[src/rtl/seg7_pkg.sv]
`default_nettype none
// +----------------------------------------------------------------------------+
// | seg7_pkg : shared segment glyph table and sizing helper for the           |
// |            seven-segment scan driver                                      |
// | Revision : 1.0                                                            |
// +----------------------------------------------------------------------------+
package seg7_pkg;

   // Segment bus order is {g,f,e,d,c,b,a}; patterns are active-low (0 = lit).
   localparam logic [6:0] SEG_OFF = 7'h7F;

   localparam logic [15:0][6:0] SEG_TABLE = {
      7'h0E,   // F
      7'h06,   // E
      7'h21,   // d
      7'h46,   // C
      7'h03,   // b
      7'h08,   // A
      7'h10,   // 9
      7'h00,   // 8
      7'h78,   // 7
      7'h02,   // 6
      7'h12,   // 5
      7'h19,   // 4
      7'h30,   // 3
      7'h24,   // 2
      7'h79,   // 1
      7'h40    // 0
   };

   function automatic int cnt_width(input int n);
      return (n < 2) ? 1 : $clog2(n);
   endfunction

endpackage
`default_nettype wire

[src/rtl/seg7_hex_decode.sv]
`default_nettype none
// +----------------------------------------------------------------------------+
// | seg7_hex_decode : combinational 0-F nibble to active-low segment decode   |
// | Revision        : 1.0                                                     |
// +----------------------------------------------------------------------------+
module seg7_hex_decode
   import seg7_pkg::*;
(
   input  logic [3:0] nibble_i,
   output logic [6:0] seg_n_o
);

   assign seg_n_o = SEG_TABLE[nibble_i];

endmodule
`default_nettype wire

[src/rtl/seg7_scan_driver.sv]
`default_nettype none
// +----------------------------------------------------------------------------+
// | seg7_scan_driver : time-multiplexed N-digit seven-segment driver with     |
// |                    hex decode, polarity control and inter-digit blanking. |
// |                    Define SEG7_LZ_SUPPRESS_EN for leading-zero blanking.  |
// | Revision         : 1.0                                                    |
// +----------------------------------------------------------------------------+
module seg7_scan_driver
   import seg7_pkg::*;
#(
   parameter  int NUM_DIGITS     = 4,
   parameter  int SCAN_DIV       = 50000,
   parameter  int BLANK_CYC      = 500,
   parameter  int SEG_ACTIVE_LOW = 1,
   parameter  int AN_ACTIVE_LOW  = 1,
   localparam int IDX_W          = cnt_width(NUM_DIGITS)
) (
   input  logic                    iClk,
   input  logic                    iRst_n,
   input  logic [4*NUM_DIGITS-1:0] iData,
   input  logic                    iLoad,
   input  logic                    iInit,
   output logic [6:0]              oSeg,
   output logic [NUM_DIGITS-1:0]   oAn,
   output logic [IDX_W-1:0]        oDigitIdx
);

   localparam int                    PRE_W    = cnt_width(SCAN_DIV);
   localparam logic [6:0]            SEG_IDLE = (SEG_ACTIVE_LOW != 0) ? SEG_OFF : ~SEG_OFF;
   localparam logic [NUM_DIGITS-1:0] AN_IDLE  = (AN_ACTIVE_LOW != 0) ? {NUM_DIGITS{1'b1}}
                                                                      : {NUM_DIGITS{1'b0}};

   logic [4*NUM_DIGITS-1:0] data_q, data_d;
   logic [PRE_W-1:0]        pre_q, pre_d;
   logic [IDX_W-1:0]        idx_q, idx_d;
   logic [6:0]              seg_q, seg_d;
   logic [NUM_DIGITS-1:0]   an_q, an_d;
   logic [IDX_W-1:0]        didx_q;

   logic                    w_pre_wrap;
   logic [3:0]              w_nibble;
   logic [6:0]              w_seg_n;
   logic [6:0]              w_seg_al;
   logic [NUM_DIGITS-1:0]   w_onehot;
   logic                    w_lz_blank;

   assign w_nibble = data_q[4*idx_q +: 4];

   seg7_hex_decode u_dec (
      .nibble_i (w_nibble),
      .seg_n_o  (w_seg_n)
   );

`ifdef SEG7_LZ_SUPPRESS_EN
   // Blank a non-zero position when it and every digit above it hold zero.
   always_comb begin
      w_lz_blank = (idx_q != '0);
      for (int k = 0; k < NUM_DIGITS; k++) begin
         if ((IDX_W'(k) >= idx_q) && (data_q[4*k +: 4] != 4'h0)) begin
            w_lz_blank = 1'b0;
         end
      end
   end
`else
   assign w_lz_blank = 1'b0;
`endif

   always_comb begin
      data_d     = iLoad ? iData : data_q;
      w_pre_wrap = (pre_q == PRE_W'(SCAN_DIV - 1));
      pre_d      = w_pre_wrap ? '0 : pre_q + 1'b1;
      idx_d      = idx_q;
      if (w_pre_wrap) begin
         idx_d = (idx_q == IDX_W'(NUM_DIGITS - 1)) ? '0 : idx_q + 1'b1;
      end

      w_onehot        = '0;
      w_onehot[idx_q] = 1'b1;
      w_seg_al        = w_lz_blank ? SEG_OFF : w_seg_n;

      seg_d = SEG_IDLE;
      an_d  = AN_IDLE;
      if (!iInit) begin
         seg_d = (SEG_ACTIVE_LOW != 0) ? w_seg_al : ~w_seg_al;
         if (pre_q >= PRE_W'(BLANK_CYC)) begin
            an_d = (AN_ACTIVE_LOW != 0) ? ~w_onehot : w_onehot;
         end
      end
   end

   // Segments and anodes share one edge so a digit never sees its neighbour's glyph.
   always_ff @(posedge iClk or negedge iRst_n) begin
      if (!iRst_n) begin
         data_q <= '0;
         pre_q  <= '0;
         idx_q  <= '0;
         seg_q  <= SEG_IDLE;
         an_q   <= AN_IDLE;
         didx_q <= '0;
      end else begin
         data_q <= data_d;
         pre_q  <= pre_d;
         idx_q  <= idx_d;
         seg_q  <= seg_d;
         an_q   <= an_d;
         didx_q <= idx_q;
      end
   end

   assign oSeg      = seg_q;
   assign oAn       = an_q;
   assign oDigitIdx = didx_q;

endmodule
`default_nettype wire

[config.mk]
export PLATFORM = sky130hd
export DESIGN_NAME = seg7_scan_driver
export DESIGN_NICKNAME = d
export VERILOG_FILES = /design/src/rtl/seg7_pkg.sv /design/src/rtl/seg7_hex_decode.sv /design/src/rtl/seg7_scan_driver.sv
export SDC_FILE = /design/constraint.sdc
export NUM_CORES = 1
export LEC_CHECK = 0
export CORE_MARGIN = 4
export CORE_UTILIZATION = 45
export DETAILED_ROUTE_END_ITERATION = 6
export HOLD_SLACK_MARGIN = 0.08
export PLACE_DENSITY = 0.77
export SYNTH_ARGS = -nofsm -noshare
export SYNTH_HDL_FRONTEND = slang
export SYNTH_HIERARCHICAL = 1
export SYNTH_SLANG_ARGS = --single-unit
[constraint.sdc]
create_clock -name iClk -period 2.7 [get_ports iClk]
set_input_delay 0.54 -clock iClk [delete_from_list [all_inputs] [get_ports iClk]]
set_output_delay 0.54 -clock iClk [all_outputs]
set_load 0.05 [all_outputs]
==> results.sh, run 1 <==
export IMPL_hpwl_um=2924
export IMPL_via_per_inst=5.070
export IMPL_hold_class="in -> async"
export IMPL_min_period_over_period=0.8379
export IMPL_crit_chain="mux4_2 -> inv_1 -> ha_1 -> and2b_2 -> or3b_1 -> o21ai_0 -> or2_2"
export IMPL_synthXorXnorAreaFrac=0.04887
export IMPL_nFillCells=434
export IMPL_yosys_area_share_simple=0.1407
export IMPL_clock_latency_ns=0.30
export IMPL_synth_cells=185
export IMPL_post_place_cells=277
export IMPL_synth_seq_cells=47
export IMPL_avgRoutedWirePerCell_um=13.96
export IMPL_synth_seq_area_share=0.5107
export IMPL_path_clk_slew_ns=0.09
export IMPL_slew_headroom=0.6636
export IMPL_start_util=0.4774
export IMPL_die_w_um=79.95
export IMPL_antenna_found_initial=0
export IMPL_synthMuxAreaShare=0.1493
export IMPL_h_tree_depth=2
export IMPL_numCtsBuffers=5
export IMPL_cts_tree="built"
export IMPL_antenna_left=0
export IMPL_path_max_fanout=5
export IMPL_setup_viol=0
export IMPL_grt_pass1_vias=1407
export IMPL_syn_avg_cell_area_um2=12.59
export IMPL_std_cell_rows=25
export IMPL_worstPathRequired_ns=2.95
export IMPL_cts_hold_fix_buffers=0
export IMPL_yosys_warnings=6
export IMPL_period_needed_ns=2.262
export IMPL_root_buffer="clkbuf_8"
export IMPL_hold_viol=0
export IMPL_route_detailed_drc=0
export IMPL_fin_skew_ns=0.007426
export IMPL_r2r_cells=7
export IMPL_routed_wl_um=3978
export IMPL_finalSetupTns_ns=0
export IMPL_port_buffers=32
export IMPL_chipHeight_um=79.95
export IMPL_syn_cell_area_mm2=0.002330
export IMPL_total_power_w=0.001612
export IMPL_synth_compound_area_frac=0.03706
export IMPL_post_cts_setup_buffers=0
export IMPL_drive_above_1_share=0.2706
export IMPL_ir_drop_uv=381.4
export IMPL_grt_start_max_net_pins=33
export IMPL_grt_use_total=0.1406
export IMPL_yosysUniqueCellTypes=37
export IMPL_fmax_ghz=0.4420
export IMPL_ctsResizeCount=0
export IMPL_holdWs_ns=0.1271
export IMPL_coreArea_mm2=0.004880
export IMPL_drt_pass1_iter_count=4
export IMPL_cts_max_path_buffers=2
export IMPL_synthFlopType="dfrtp_1"
export IMPL_leakagePower_nw=1.208
export IMPL_vias=1445
export IMPL_synth_fa_ha_area_frac=0.06982
export IMPL_rsz0062_at_grt="no"
export IMPL_gp_congestion=0.8255
export IMPL_status="completed"
export IMPL_die_area_mm2=0.006392
export IMPL_path_class="reg -> reg"
export IMPL_area_delta_synth_final_pct=20.89
export IMPL_grt_pass1_wl_um=6837
export IMPL_p_per_area_mw_per_mm2=572.2
export IMPL_max_slew_worst_pin_slew_ns=0.5031
export IMPL_synthArstFlopShare=1.000
export IMPL_grt_overflow_total=0
export IMPL_cp_end_kind="flip-flop"
export IMPL_final_net_count=250
export IMPL_synth_edf_count=0
export IMPL_slowest_delay_ns=0.59
export IMPL_pin_count=33
export IMPL_drv_slew=0
export IMPL_synth_nets=218
export IMPL_critical_path_startpoint_type="flip-flop"
export IMPL_maxCapViolations=0
export IMPL_drt_iter0_markers=71
export IMPL_synth_top_family_by_area="multiplexers"
export IMPL_cp_slowest_cell="mux4_2"
export IMPL_stdcell_count=285
export IMPL_cp_arrival_ns=2.51
export IMPL_clkSinkCount=47
export IMPL_diodes=0
-- layout make-up --
cell class | instances | area, um2 | share of cell area
Clock buffer | 5 | 68.82 | 0.02443
Clock inverter | 3 | 67.56 | 0.02399
Inverter | 8 | 30.03 | 0.01066
Multi-Input combinational cell | 120 | 1039 | 0.3687
Sequential cell | 47 | 1190 | 0.4225
Tap cell | 67 | 83.83 | 0.02976
Timing Repair Buffer | 35 | 337.8 | 0.1199
-- synthesized netlist by cell type, types with 4 or more instances --
library cell,count,area share
dfrtp_1,36,0.39
dfstp_2,11,0.12
ha_1,13,0.070
inv_1,8,0.013
mux2_2,17,0.082
mux2i_1,4,0.017
mux4_2,4,0.039
nand2_1,10,0.016
nand3_1,5,0.011
nand4_1,5,0.013
nor2_1,14,0.023
o21ai_0,4,0.0086
or2_2,7,0.019
xnor2_1,7,0.026
xor2_1,6,0.023
-- cell usage in the layout (no fill, tap or decap), types with 2 or more instances in the layout --
cell type,Yosys,layout
dfrtp_1,36,36
clkdlybuf4s50_1,0,31
mux2_2,17,17
nor2_1,14,14
ha_1,13,13
dfstp_2,11,11
nand2_1,10,10
inv_1,8,8
or2_2,7,7
xnor2_1,7,7
xor2_1,6,6
nand4_1,5,5
nand3_1,5,5
clkbuf_8,0,5
mux4_2,4,4
o21ai_0,4,4
mux2i_1,4,4
a22o_1,3,3
buf_4,2,3
nor4_2,2,2
and4_1,2,2
and4_2,2,2
and2b_1,2,2
bufinv_16,0,2
-- per-stage QoR --
step	instance area, um2	utilization	setup slack [ns]
floorplan	2330	-	0.3120
global placement	2680	0.5492	0.5178
detailed placement	2680	0.5492	0.4277
CTS	2816	0.5772	0.4085
global route	2816	0.5772	0.2674
finish	2816	0.5772	0.4376
-- critical path, delay by kind of cell (launching register included) --
family	cells	cell delay [ns]
buf+inv	1	0.18
simple gates	3	0.70
flops	1	0.46
fa+ha+maj	1	0.20
mux	1	0.59
compound gates	1	0.07
-- flip-flops by register name, summed over array words and instances (netlist names) --
signal / count
data_q: 16
oSeg: 7
oDigitIdx: 2
idx_q: 2
pre_q: 16
oAn: 4
-- where the power goes --
group / switching (W) / internal, W
Combinational: 0.000121 / 0.000113
Sequential: 0.0000163 / 0.000749
Clock: 0.000242 / 0.000369
Total: 0.000380 / 0.00123
-- worst paths after layout --
kind | start | end | slack, ns
max in group asynchronous | iRst_n | oSeg[0] | 1.82
min in group iClk | data_q[15] | data_q[15] | 0.51
worst max register to register | idx_q[0] | oSeg[0] | 0.44
worst max-delay path | idx_q[0] | oSeg[0] | 0.44
worst min-delay path | iRst_n | data_q[8] | 0.13
worst min register to register | data_q[15] | data_q[15] | 0.51
-- cell families after synthesis --
group / count (synthesis)
AOI/OAI and AO/OA: 12
DFF: 47
muxes: 26
and+or+nand+nor: 56
xor gates and xnor gates: 13
adders and majority gates: 13
buffers and inverters: 18
-- metal layers --
metal  global-route usage  share of wire  wire length (um)  vias to the layer above
li1                     -              -                 -                      700
met1               0.1923           0.49              1934                      709
met2               0.2094           0.46              1824                       29
met3              0.03047          0.033               132                        7
met4              0.07095          0.022                86                        0
met5                    0              0                 0                        -
Note: power is estimated with default switching activity, not from simulation.
==> run 2, diff against run 1 <==
Clock period 2.7 ns to 2.2 ns, I/O delays scaled along.
==> results.sh, run 2 (same netlist as run 1, synthesis figures left out) <==
export IMPL_top_usage_layer="met2"
export IMPL_rsz0062_at_grt="yes"
export IMPL_gp_congestion=0.8483
export IMPL_clock_latency_ns=0.30
export IMPL_antenna_left=0
export IMPL_cts_tree="built"
export IMPL_drive_above_1_share=0.3094
export IMPL_path_max_fanout=4
export IMPL_cts_max_path_buffers=2
export IMPL_die_area_mm2=0.006392
export IMPL_fin_skew_ns=0.007758
export IMPL_coreArea_mm2=0.004880
export IMPL_path_class="reg -> reg"
export IMPL_antenna_found_initial=0
export IMPL_p_per_area_mw_per_mm2=658.4
export IMPL_dpl_cell_area_mm2=0.002710
export IMPL_design_area_mm2=0.002848
export IMPL_area_delta_synth_final_pct=22.23
export IMPL_cp_slowest_cell="mux4_2"
export IMPL_crit_chain="mux4_2 -> buf_6 -> ha_2 -> mux4_1 -> or2_2"
export IMPL_worstPathRequired_ns=2.42
export IMPL_clkSinkCount=47
export IMPL_route_detailed_drc=0
export IMPL_fmax_ghz=0.4684
export IMPL_postLayoutCoreUtil=0.5836
export IMPL_hpwl_um=2820
export IMPL_port_buffers=32
export IMPL_leakagePower_nw=1.224
export IMPL_h_tree_depth=2
export IMPL_drv_slew=0
export IMPL_max_slew_worst_pin_slew_ns=0.5678
export IMPL_period_needed_ns=2.135
export IMPL_setup_viol=0
export IMPL_final_common_cell="dfrtp_1"
export IMPL_grt_pass1_vias=1458
export IMPL_hold_class="in -> async"
export IMPL_holdWs_ns=0.2056
export IMPL_r2r_cells=5
export IMPL_met2_usage=0.2161
export IMPL_grt_use_total=0.1386
export IMPL_final_cell_mix="dfrtp_1, clkdlybuf4s50_1, mux2_2"
export IMPL_path_clk_slew_ns=0.08
export IMPL_maxCapViolations=0
export IMPL_avgRoutedWirePerCell_um=13.27
export IMPL_routed_wl_um=3849
export IMPL_total_power_w=0.001875
export IMPL_pin_count=33
export IMPL_drt_iter0_markers=39
export IMPL_via_per_inst=5.000
export IMPL_ir_drop_uv=458.7
export IMPL_std_cell_rows=25
export IMPL_use_met3=0.03160
export IMPL_vias=1450
export IMPL_finalSetupTns_ns=0
export IMPL_chipHeight_um=79.95
export IMPL_drt_pass1_iter_count=4
export IMPL_root_buffer="clkbuf_8"
export IMPL_hold_viol=0
export IMPL_slowest_delay_ns=0.58
export IMPL_cp_arrival_ns=2.36
export IMPL_gr_usage_met1=0.1841
export IMPL_start_util=0.4774
export IMPL_path_buf_inv=1
export IMPL_min_period_over_period=0.9704
export IMPL_rrSetupSlack_ns=0.07
export IMPL_startpoint="idx_q[0]"
export IMPL_grt_overflow_total=0
export IMPL_grt_pass1_wl_um=6886
export IMPL_slew_headroom=0.6215
export IMPL_die_w_um=79.95
export IMPL_r2r_start="idx_q[0]"
export IMPL_rr_endpoint="oSeg[3]"
export IMPL_critical_path_startpoint_type="flip-flop"
export IMPL_diodes=0
export IMPL_status="completed"
export IMPL_grt_start_max_net_pins=48
export IMPL_crit_family="multiplexers"
export IMPL_final_net_count=255
export IMPL_numCtsBuffers=5
export IMPL_cts_hold_fix_buffers=0
export IMPL_cp_end_kind="flip-flop"
run 2: how the worst max path moves through the flow:
stage	to	slack [ns]	cells past startpoint
2_1_floorplan	oSeg[3]	0.02	7
3_3_place_gp	oSeg[0]	0.11	7
3_5_place_dp	oSeg[0]	0.04	7
4_1_cts	oSeg[0]	0.01	7
5_1_grt	oSeg[0]	-0.02	7
6_report	oSeg[3]	0.07	5
run 2: cell type report:
type,count,area (um2)
clock inverter,2,35.03
timing repair buffer,40,379.1
sequential,47,1191
clock buffer,6,82.58
tap,67,83.83
multi-input combinational,120,1044
inverter,8,32.53
fill,428,2032
run 2: report_power, final:
part           total, W  switching [W]  internal [W]
sequential     0.000938      0.0000186      0.000920
combinational  0.000299       0.000151      0.000147
clock          0.000638       0.000271      0.000367
total           0.00187       0.000441       0.00143
run 2: what timing repair did:
action	4_1_cts	5_1_grt
buffers inserted	0	1
endpoints found under the hold margin	0	0
endpoints found under the setup margin	0	4
gates resized for setup	0	5
run 2: through the flow:
step | worst slack (ns) | cells
2_1_floorplan | 0.01941 | 185
3_3_place_gp | 0.1131 | 281
3_5_place_dp | 0.03637 | 281
4_1_cts | 0.01397 | 289
5_1_grt | -0.02131 | 290
6_report | 0.06516 | 290
run 2: layer usage:
metal | up-vias | part of all wire
met5 | - | 0
met1 | 708 | 0.49
met3 | 5 | 0.035
met4 | 0 | 0.018
met2 | 26 | 0.45
li1 | 711 | -
run 2: worst register-to-register path: stages (launching register included):
cell     delay, ns
dfrtp_2       0.41
mux4_2        0.58
buf_6         0.15
ha_2          0.16
mux4_1        0.48
or2_2         0.28
